--- src/rtl/multdiv_ctrl.sv ---
// Multicycle signed multiply (radix-2 Booth) / divide (restoring) controller, 32 steps per op.
// Optional macro MULTDIV_EARLY_ZERO_EN finishes in one step when an operand makes the result 0.
module multdiv_ctrl (
  input  logic        clock,
  input  logic        reset,
  input  logic        ctrl_MULT,
  input  logic        ctrl_DIV,
  input  logic [31:0] data_operandA,
  input  logic [31:0] data_operandB,
  output logic [31:0] data_result,
  output logic        data_exception,
  output logic        data_resultRDY,
  output logic        stall
);

  localparam logic [1:0] StIdle = 2'd0;
  localparam logic [1:0] StMult = 2'd1;
  localparam logic [1:0] StDiv  = 2'd2;
  localparam logic [1:0] StDone = 2'd3;

  logic [1:0]  state_q, state_d;
  logic [5:0]  cnt_q, cnt_d;
  logic [32:0] acc_q, acc_d;
  logic [31:0] q_q, q_d;
  logic        qm1_q, qm1_d;
  logic [31:0] m_q, m_d;
  logic        neg_q, neg_d;
  logic        dz_q, dz_d;
  logic [31:0] result_q, result_d;
  logic        exc_q, exc_d;
  logic        early_zero;

`ifdef MULTDIV_EARLY_ZERO_EN
  logic ez_q, ez_d;
  assign early_zero = ez_q && (cnt_q == 6'd0);
`else
  assign early_zero = 1'b0;
`endif

  logic        busy;
  logic        start;
  logic        last_step;
  logic [31:0] a_mag, b_mag;
  logic [32:0] booth_add, booth_sum, b_acc;
  logic [31:0] b_q;
  logic [32:0] rem_sh, diff, d_acc;
  logic [31:0] d_q, d_res;
  logic        d_ok;

  assign busy      = (state_q == StMult) || (state_q == StDiv);
  assign start     = !busy && (ctrl_MULT || ctrl_DIV);
  assign last_step = (cnt_q == 6'd31);
  assign a_mag     = data_operandA[31] ? -data_operandA : data_operandA;
  assign b_mag     = data_operandB[31] ? -data_operandB : data_operandB;

  // Booth step: 33-bit accumulator absorbs the add of a negated 0x80000000 multiplicand.
  always_comb begin
    booth_add = 33'd0;
    case ({q_q[0], qm1_q})
      2'b01:   booth_add = {m_q[31], m_q};
      2'b10:   booth_add = -{m_q[31], m_q};
      default: booth_add = 33'd0;
    endcase
  end
  assign booth_sum = acc_q + booth_add;
  assign b_acc     = {booth_sum[32], booth_sum[32:1]};
  assign b_q       = {booth_sum[0], q_q[31:1]};

  // Restoring step on magnitudes; the remainder lives in acc_q, the quotient shifts into q_q.
  assign rem_sh = {acc_q[31:0], q_q[31]};
  assign diff   = rem_sh - {1'b0, m_q};
  assign d_ok   = !diff[32];
  assign d_acc  = d_ok ? diff : rem_sh;
  assign d_q    = {q_q[30:0], d_ok};
  assign d_res  = neg_q ? -d_q : d_q;

  always_comb begin
    state_d  = state_q;
    cnt_d    = cnt_q;
    acc_d    = acc_q;
    q_d      = q_q;
    qm1_d    = qm1_q;
    m_d      = m_q;
    neg_d    = neg_q;
    dz_d     = dz_q;
    result_d = result_q;
    exc_d    = exc_q;
`ifdef MULTDIV_EARLY_ZERO_EN
    ez_d     = ez_q;
`endif
    case (state_q)
      StMult: begin
        if (early_zero) begin
          state_d  = StDone;
          result_d = 32'd0;
          exc_d    = 1'b0;
        end else begin
          acc_d = b_acc;
          q_d   = b_q;
          qm1_d = q_q[0];
          cnt_d = cnt_q + 6'd1;
          if (last_step) begin
            state_d  = StDone;
            result_d = b_q;
            exc_d    = (b_acc[31:0] != {32{b_q[31]}});
          end
        end
      end
      StDiv: begin
        if (dz_q) begin
          state_d  = StDone;
          result_d = 32'd0;
          exc_d    = 1'b1;
        end else if (early_zero) begin
          state_d  = StDone;
          result_d = 32'd0;
          exc_d    = 1'b0;
        end else begin
          acc_d = d_acc;
          q_d   = d_q;
          cnt_d = cnt_q + 6'd1;
          if (last_step) begin
            state_d  = StDone;
            result_d = d_res;
            exc_d    = !neg_q && d_q[31];
          end
        end
      end
      default: begin
        state_d = StIdle;
        if (start) begin
          cnt_d = 6'd0;
          acc_d = 33'd0;
          qm1_d = 1'b0;
          dz_d  = !ctrl_MULT && (data_operandB == 32'd0);
`ifdef MULTDIV_EARLY_ZERO_EN
          ez_d  = (data_operandA == 32'd0) || (ctrl_MULT && (data_operandB == 32'd0));
`endif
          if (ctrl_MULT) begin
            state_d = StMult;
            q_d     = data_operandB;
            m_d     = data_operandA;
            neg_d   = 1'b0;
          end else begin
            state_d = StDiv;
            q_d     = a_mag;
            m_d     = b_mag;
            neg_d   = data_operandA[31] ^ data_operandB[31];
          end
        end
      end
    endcase
  end

  always_ff @(posedge clock or posedge reset) begin
    if (reset) begin
      state_q  <= StIdle;
      cnt_q    <= 6'd0;
      acc_q    <= 33'd0;
      q_q      <= 32'd0;
      qm1_q    <= 1'b0;
      m_q      <= 32'd0;
      neg_q    <= 1'b0;
      dz_q     <= 1'b0;
      result_q <= 32'd0;
      exc_q    <= 1'b0;
`ifdef MULTDIV_EARLY_ZERO_EN
      ez_q     <= 1'b0;
`endif
    end else begin
      state_q  <= state_d;
      cnt_q    <= cnt_d;
      acc_q    <= acc_d;
      q_q      <= q_d;
      qm1_q    <= qm1_d;
      m_q      <= m_d;
      neg_q    <= neg_d;
      dz_q     <= dz_d;
      result_q <= result_d;
      exc_q    <= exc_d;
`ifdef MULTDIV_EARLY_ZERO_EN
      ez_q     <= ez_d;
`endif
    end
  end

  assign data_result    = result_q;
  assign data_exception = exc_q;
  assign data_resultRDY = (state_q == StDone);
  assign stall          = busy || ctrl_MULT || ctrl_DIV;

endmodule

--- config.mk ---
export PLATFORM = sky130hd
export DESIGN_NAME = multdiv_ctrl
export DESIGN_NICKNAME = d
export VERILOG_FILES = /design/src/rtl/multdiv_ctrl.sv
export SDC_FILE = /design/constraint.sdc
export NUM_CORES = 1
export LEC_CHECK = 0
export ABC_AREA = 1
export BUFFER_PORTS_ARGS = -buffer_cell sky130_fd_sc_hd__buf_2
export CAP_MARGIN = 25
export CORE_UTILIZATION = 51
export DETAILED_ROUTE_END_ITERATION = 7
export PLACE_DENSITY_LB_ADDON = 0.1
export SKIP_LAST_GASP = 1
export SLEW_MARGIN = 15
export SYNTH_ARGS = -nofsm -noshare
export SYNTH_HDL_FRONTEND = slang
export SYNTH_SLANG_ARGS = --single-unit
--- constraint.sdc ---
create_clock -name clock -period 4.2 [get_ports clock]
set_input_delay 0.63 -clock clock [delete_from_list [all_inputs] [get_ports clock]]
set_output_delay 0.63 -clock clock [all_outputs]
set_load 0.01 [all_outputs]
### After elaboration in Yosys (flattened, before gate mapping)

Cells that the tools add are included.

| cells by class | value |
|---|---|
| add/subtract/negate cells | 7 |
| eq/ne operators | 10 |
| multiplexer cells | 32 |
| bitwise gates (word level) | 3 |
| reduce and logical (&&, ||, !) cells | 20 |

Operators with widths:

| kind | count |
|---|---|
| two-way mux 32 bit | 10 |
| one-hot mux 33 bit (2 select lines) | 2 |
| one-hot mux 32 bit (2 select lines) | 2 |
| two-way mux 33 bit | 3 |
| negator 32 bit | 3 |
| adder 33 bit | 1 |
| negator 33 bit | 1 |
| subtractor 33 x 32 -> 33 bit | 1 |
| zero test 32 bit | 1 |
| inequality test 32 bit | 1 |
| two-way mux 6 bit | 2 |
| one-hot mux 6 bit (2 select lines) | 1 |
| two-way mux 2 bit | 4 |
| adder 6 x 1 -> 6 bit, second input constant | 1 |
| == test 2 bit, second input constant | 3 |
| == test 6 x 5 -> 1 bit, second input constant | 1 |
| AND reduction 2 bit | 3 |
| two-way mux 1 bit | 5 |
| == test 2 x 1 -> 1 bit, second input constant | 2 |
| zero test 1 bit | 4 |
| logical OR 1 bit | 4 |
| inequality test 2 bit, second input constant | 2 |
| one-hot mux 1 bit (2 select lines) | 2 |
| one-hot mux 2 bit (2 select lines) | 1 |
| other kinds (8) | 12 |

| word-level totals | value |
|---|---|
| register bits | 141 |
| bits of input ports | 68 |
| output and inout bits | 35 |
| logic and storage cells | 82 |

### Logic depth before layout (Yosys ltp)

| depth | value |
|---|---|
| depth in word-level cells | 7 |
| mapped depth | 32 |
| mapped depth without buffers | 32 |

### Least setup slack after synthesis

No wires, ideal clock.

| timing | value |
|---|---|
| kind | register to register |
| start | register q_q[31] |
| end | register result_q[24], in the netlist data_result[24] |
| setup time | 122 ps |
| arrival | 4,104 ps |
| data required time | 4,078 ps |
| slack | -27 ps |
| cell stages (with the launch flop) | 33 |
| buffers on the path | 2 |
| period minus slack after synthesis | 4,227 ps |
| cell sequence | dfrtp_1 -> inv_1 -> ha_1 -> inv_1 -> fa_1 -> nand2_1 -> nand2_1 -> o21ai_1 -> o21ai_0 -> nand3_1 -> nand3_1 -> nand3_1 -> nand2_1 -> a21oi_1 -> o21bai_1 -> ha_1 -> buf_2 -> inv_1 -> clkbuf_1 -> ha_1 -> nand3_2 -> nor2_2 -> nand2_1 -> nor2_2 -> nand2_1 -> nor2_2 -> nand2_1 -> nor3_2 -> nand2_1 -> nand2_1 -> nand2_1 -> nand3_1 -> a21oi_1 |

| between the ends | value |
|---|---|
| longest elaborated chain between the ends | 7 |

Ends and longest elaborated chain:

| item | line | RTL |
|---|---|---|
| start: declaration | 24 | `logic [31:0] q_q, q_d;` |
| start signal: assignment | 174 | `q_q <= q_d;` |
| subtractor 33 x 32 -> 33 bit | 71 | `assign diff = rem_sh - {1'b0, m_q};` |
| zero test 1 bit | 72 | `assign d_ok = !diff[32];` |
| negator 32 bit | 75 | `assign d_res = neg_q ? -d_q : d_q;` |
| two-way mux 32 bit | 75 |  |
| two-way mux 32 bit | 122 | `if (last_step) begin` |
| two-way mux 32 bit | 110 | `if (dz_q) begin` |
| one-hot mux 32 bit (2 select lines) | 91 | `case (state_q)` |
| end signal: assignment | 179 | `result_q <= result_d;` |
| end: declaration | 29 | `logic [31:0] result_q, result_d;` |

Every way passes these cells. The select of a mux whose other input is x is not followed.
A chain may end at the register's enable or synchronous reset.

### Worst setup path after layout

| timing | value |
|---|---|
| start | register m_q[1] |
| end | register result_q[24], in the netlist data_result[24] |

| between the ends | value |
|---|---|
| longest elaborated chain between the ends | 7 |

Ends and longest elaborated chain:

| item | line | RTL |
|---|---|---|
| start: declaration | 26 | `logic [31:0] m_q, m_d;` |
| start signal: assignment | 176 | `m_q <= m_d;` |
| subtractor 33 x 32 -> 33 bit | 71 |  |
| zero test 1 bit | 72 |  |
| negator 32 bit | 75 |  |
| two-way mux 32 bit | 75 |  |
| two-way mux 32 bit | 122 |  |
| two-way mux 32 bit | 110 |  |
| one-hot mux 32 bit (2 select lines) | 91 |  |

Every way passes these cells. The select of a mux whose other input is x is not followed.

==> run_results.csv <==
group,metric,value,unit
run_status,status,"complete, no violations",
clocking,clk_latency,450,ps
drt,ant_nets,0,
sta,worst_slew_pin_slew,825,ps
logic_synthesis,synth_edf_count,0,
drt,vias_per_cell,6.09,
drt,routed-via-count,19600,
die,rows,63,
die,core_area,0.0300,mm²
worst_setup_path,cp_top_family,"simple AND/OR/NAND/NOR gates",
run,cap_violations,0,
global_route,grt_max_degree,142,
layout,num-fill-cells,2870,
clocking,path_clk_slew,70,ps
drt,wire_per_inst,20.3,µm
worst_setup_path,end_kind,"register",
logic_synthesis,synth_ff_type,"dfrtp_1",
sta,hold_viol,0,
logic_synthesis,yosysWarningCount,0,
placement,io_buffer_count,102,
worst_setup_path,cp_max_fo,3,
die,ios,103,
logic_synthesis,ys_types,56,
global_route,grt_pass1_vias,18200,
worst_setup_path,cp_num_cells,28,
worst_setup_path,crit_buf_inv,3,
layout,nets,2962,
global_route,grt_overflow,0,
global_route,grt_use_total,41.1,%
die,die_width,177,µm
worst_setup_path,cp_common_cell,"nand2_2",
layout,final_cell_mix,"667 x nand2_1, 317 x inv_1, 238 x nor2_1",
layout,stdcell_count,3220,
sta,fin_tns_setup,0,ps
die,initial_core_util,52.4,%
layout,final_common_cell,"nand2_1",
placement,dp_hpwl,50700,µm
power,pwr_density_cell,742,mW/mm²
sta,slew_viol_final,0,
worst_setup_path,slowest_stage,"dfrtp_1",
worst_hold_path,hold_path_class,"input port to asynchronous set/reset pin",
drt,drtPass1Iterations,8,
drt,drcViolationCount,0,
power,p_leak,0.00925,µW
sta,finClkSkew,12.6,ps
worst_setup_path,critPathRequiredTime,4570,ps
worst_setup_path,cp-start-kind,"register",
sta,period_minus_slack,4070,ps
worst_setup_path,crit_path_end,"data_result[24]",
placement,dp.cells,3175,
worst_setup_path,rr_endpoint,"data_result[24]",
clocking,cts_made_buffers,17,
worst_setup_path,worstPathArrival,4440,ps
sta,finalSetupViolations,0,
layout,drive_gt1_share,18.6,%
sta,slew_headroom,44.9,%
logic_synthesis,synth-seq-area-share,22.5,%
global_route,grt_first_pass_wirelength,99000,µm
power,vdd_drop_max,0.577,mV
clocking,h-tree-depth,4,
layout,diodes,0,
worst_setup_path,crit_path_start,"m_q[1]",
logic_synthesis,syn-num-nets,2767,
worst_setup_path,rrSetupSlack,130,ps
drt,dr.first_iter.drc_count,1851,
logic_synthesis,synthCells,2622,
clocking,tritoncts,"yes",
logic_synthesis,synth-async-reset-ratio,100,%
logic_synthesis,ys_seq_elements,141,
global_route,antenna_found_initial,1,
die,die_h,177,µm
clocking,cts_buffer_depth,2,
die,dieArea,0.0315,mm²
power,p_total,14100,µW
worst_setup_path,reg2reg_depth,28,
layout,postLayoutCoreUtil,63.3,%
worst_setup_path,cpPeakStageDelay,440,ps
placement,gp_congestion,1.03,
logic_synthesis,netlist_area,0.0157,mm²
layout,syn_to_final_growth,20.7,%
clocking,cts.sinks,141,
drt,wl,65300,µm
worst_setup_path,crit_type,"register to register",
sta,rsz0062_at_grt,"true",
worst_setup_path,reg2reg_from,"m_q[1]",
clocking,cts.root.buffer_cell,"clkbuf_16",
logic_synthesis,syn_area_per_cell,5.99,µm²
sta,max_clock_freq,246,MHz
clocking,cts-hold-fix-buffers,0,
sta,layout_worst_path_cycle_share,96.9,%
[metal layers]
metal  share of wire (%)  track usage [%]
met4                 7.8             29.7
met2                  47             69.2
met3                 8.1             7.03
met1                  37             47.1
met5                   0                0
[metrics by stage]
stage / cell area, µm² / hold slack (ps) / setup WS, ps
3_3_place_gp: 17500 / 463 / -109
6_report: 18900 / 419 / 129
4_1_cts: 18100 / 466 / -43.8
5_1_grt: 18900 / 484 / -87.0
2_1_floorplan: 15700 / 483 / 78.5
3_5_place_dp: 17500 / 466 / -193
[synthesized netlist by cell type (3+ instances only)]
cell	n	area, µm²
nand2_1	716	2690
inv_1	326	1220
nor2_1	272	1020
a21oi_1	222	1110
nand3_1	191	956
o21ai_0	186	931
dfrtp_1	141	3530
ha_1	75	938
clkbuf_1	65	244
nand4_1	43	269
o22ai_1	40	250
o211ai_1	38	285
xor2_1	37	324
a22oi_1	34	255
nor3_1	28	140
o21ai_1	22	110
inv_2	17	63.8
nor2_2	14	87.6
nor4_1	12	75.1
o221ai_1	12	105
buf_2	11	55.1
nor3_2	11	110
o21bai_1	8	60.1
xnor2_1	8	70.1
buf_1	7	26.3
nand3b_1	7	52.6
o21a_1	7	52.6
or2_2	7	43.8
nand3_2	6	60.1
a31oi_1	5	31.3
buf_4	5	37.5
nor2_4	5	56.3
a22o_1	4	35.0
o31ai_1	4	30.0
a211oi_1	3	22.5
a221o_1	3	30.0
a221oi_1	3	26.3
[worst min path at each step]
stage	startpoint	end	depth (start not counted)
2_1_floorplan	acc_q[31]	acc_q[31]	2
3_3_place_gp	data_exception	data_exception	2
3_5_place_dp	data_exception	data_exception	2
4_1_cts	reset	data_result[14]	3
5_1_grt	reset	data_result[21]	3
6_report	reset	data_result[21]	3
[cell families (layout without fill, tap and decap cells)]
family	after synthesis	after routing	synth area share (%)
AO/OA/AOI/OAI	607	607	22.2
buffers and inverters	433	641	10.7
adder cells (fa/ha/maj)	77	77	6.23
AND/OR/NAND/NOR	1319	1319	35.9
flip-flops	141	141	22.5
XOR/XNOR	45	45	2.51
[flip-flops by register name, summed over array words and instances (netlist names), 2 cells and up]
signal	cells
cnt_q	6
data_result	32
m_q	32
acc_q	33
q_q	32
state_q	2
[area by class of cell]
type	instances	area, µm²	area share [%]
clock inverters	15	173	0.911
flip-flops and latches	141	3530	18.6
repair buffers	266	1780	9.39
inverters	343	1290	6.82
clock buffers	17	425	2.25
multi-input cells	2048	11300	59.4
well taps	390	488	2.58
[worst register-to-register path: cells and delay by family, from the launching register on]
kind	cells	cell delay, ps
and+or+nand+nor	17	1780
buffers and inverters	3	330
DFF	1	440
adders and majority gates	3	850
AOI/OAI and AO/OA	5	590
[repair_timing]
item,4_1_cts,5_1_grt
gates cloned,0,0
setup endpoints to repair,4,29
pin swaps,1,41
buffers inserted,2,11
resized for setup,4,205
[power breakdown]
group / total, µW / internal [µW] / switching (µW)
Sequential: 2560 / 1910 / 653
Combinational: 9910 / 3290 / 6610
Clock: 1580 / 850 / 731
No activity file was read; power rests on OpenSTA's default activity.
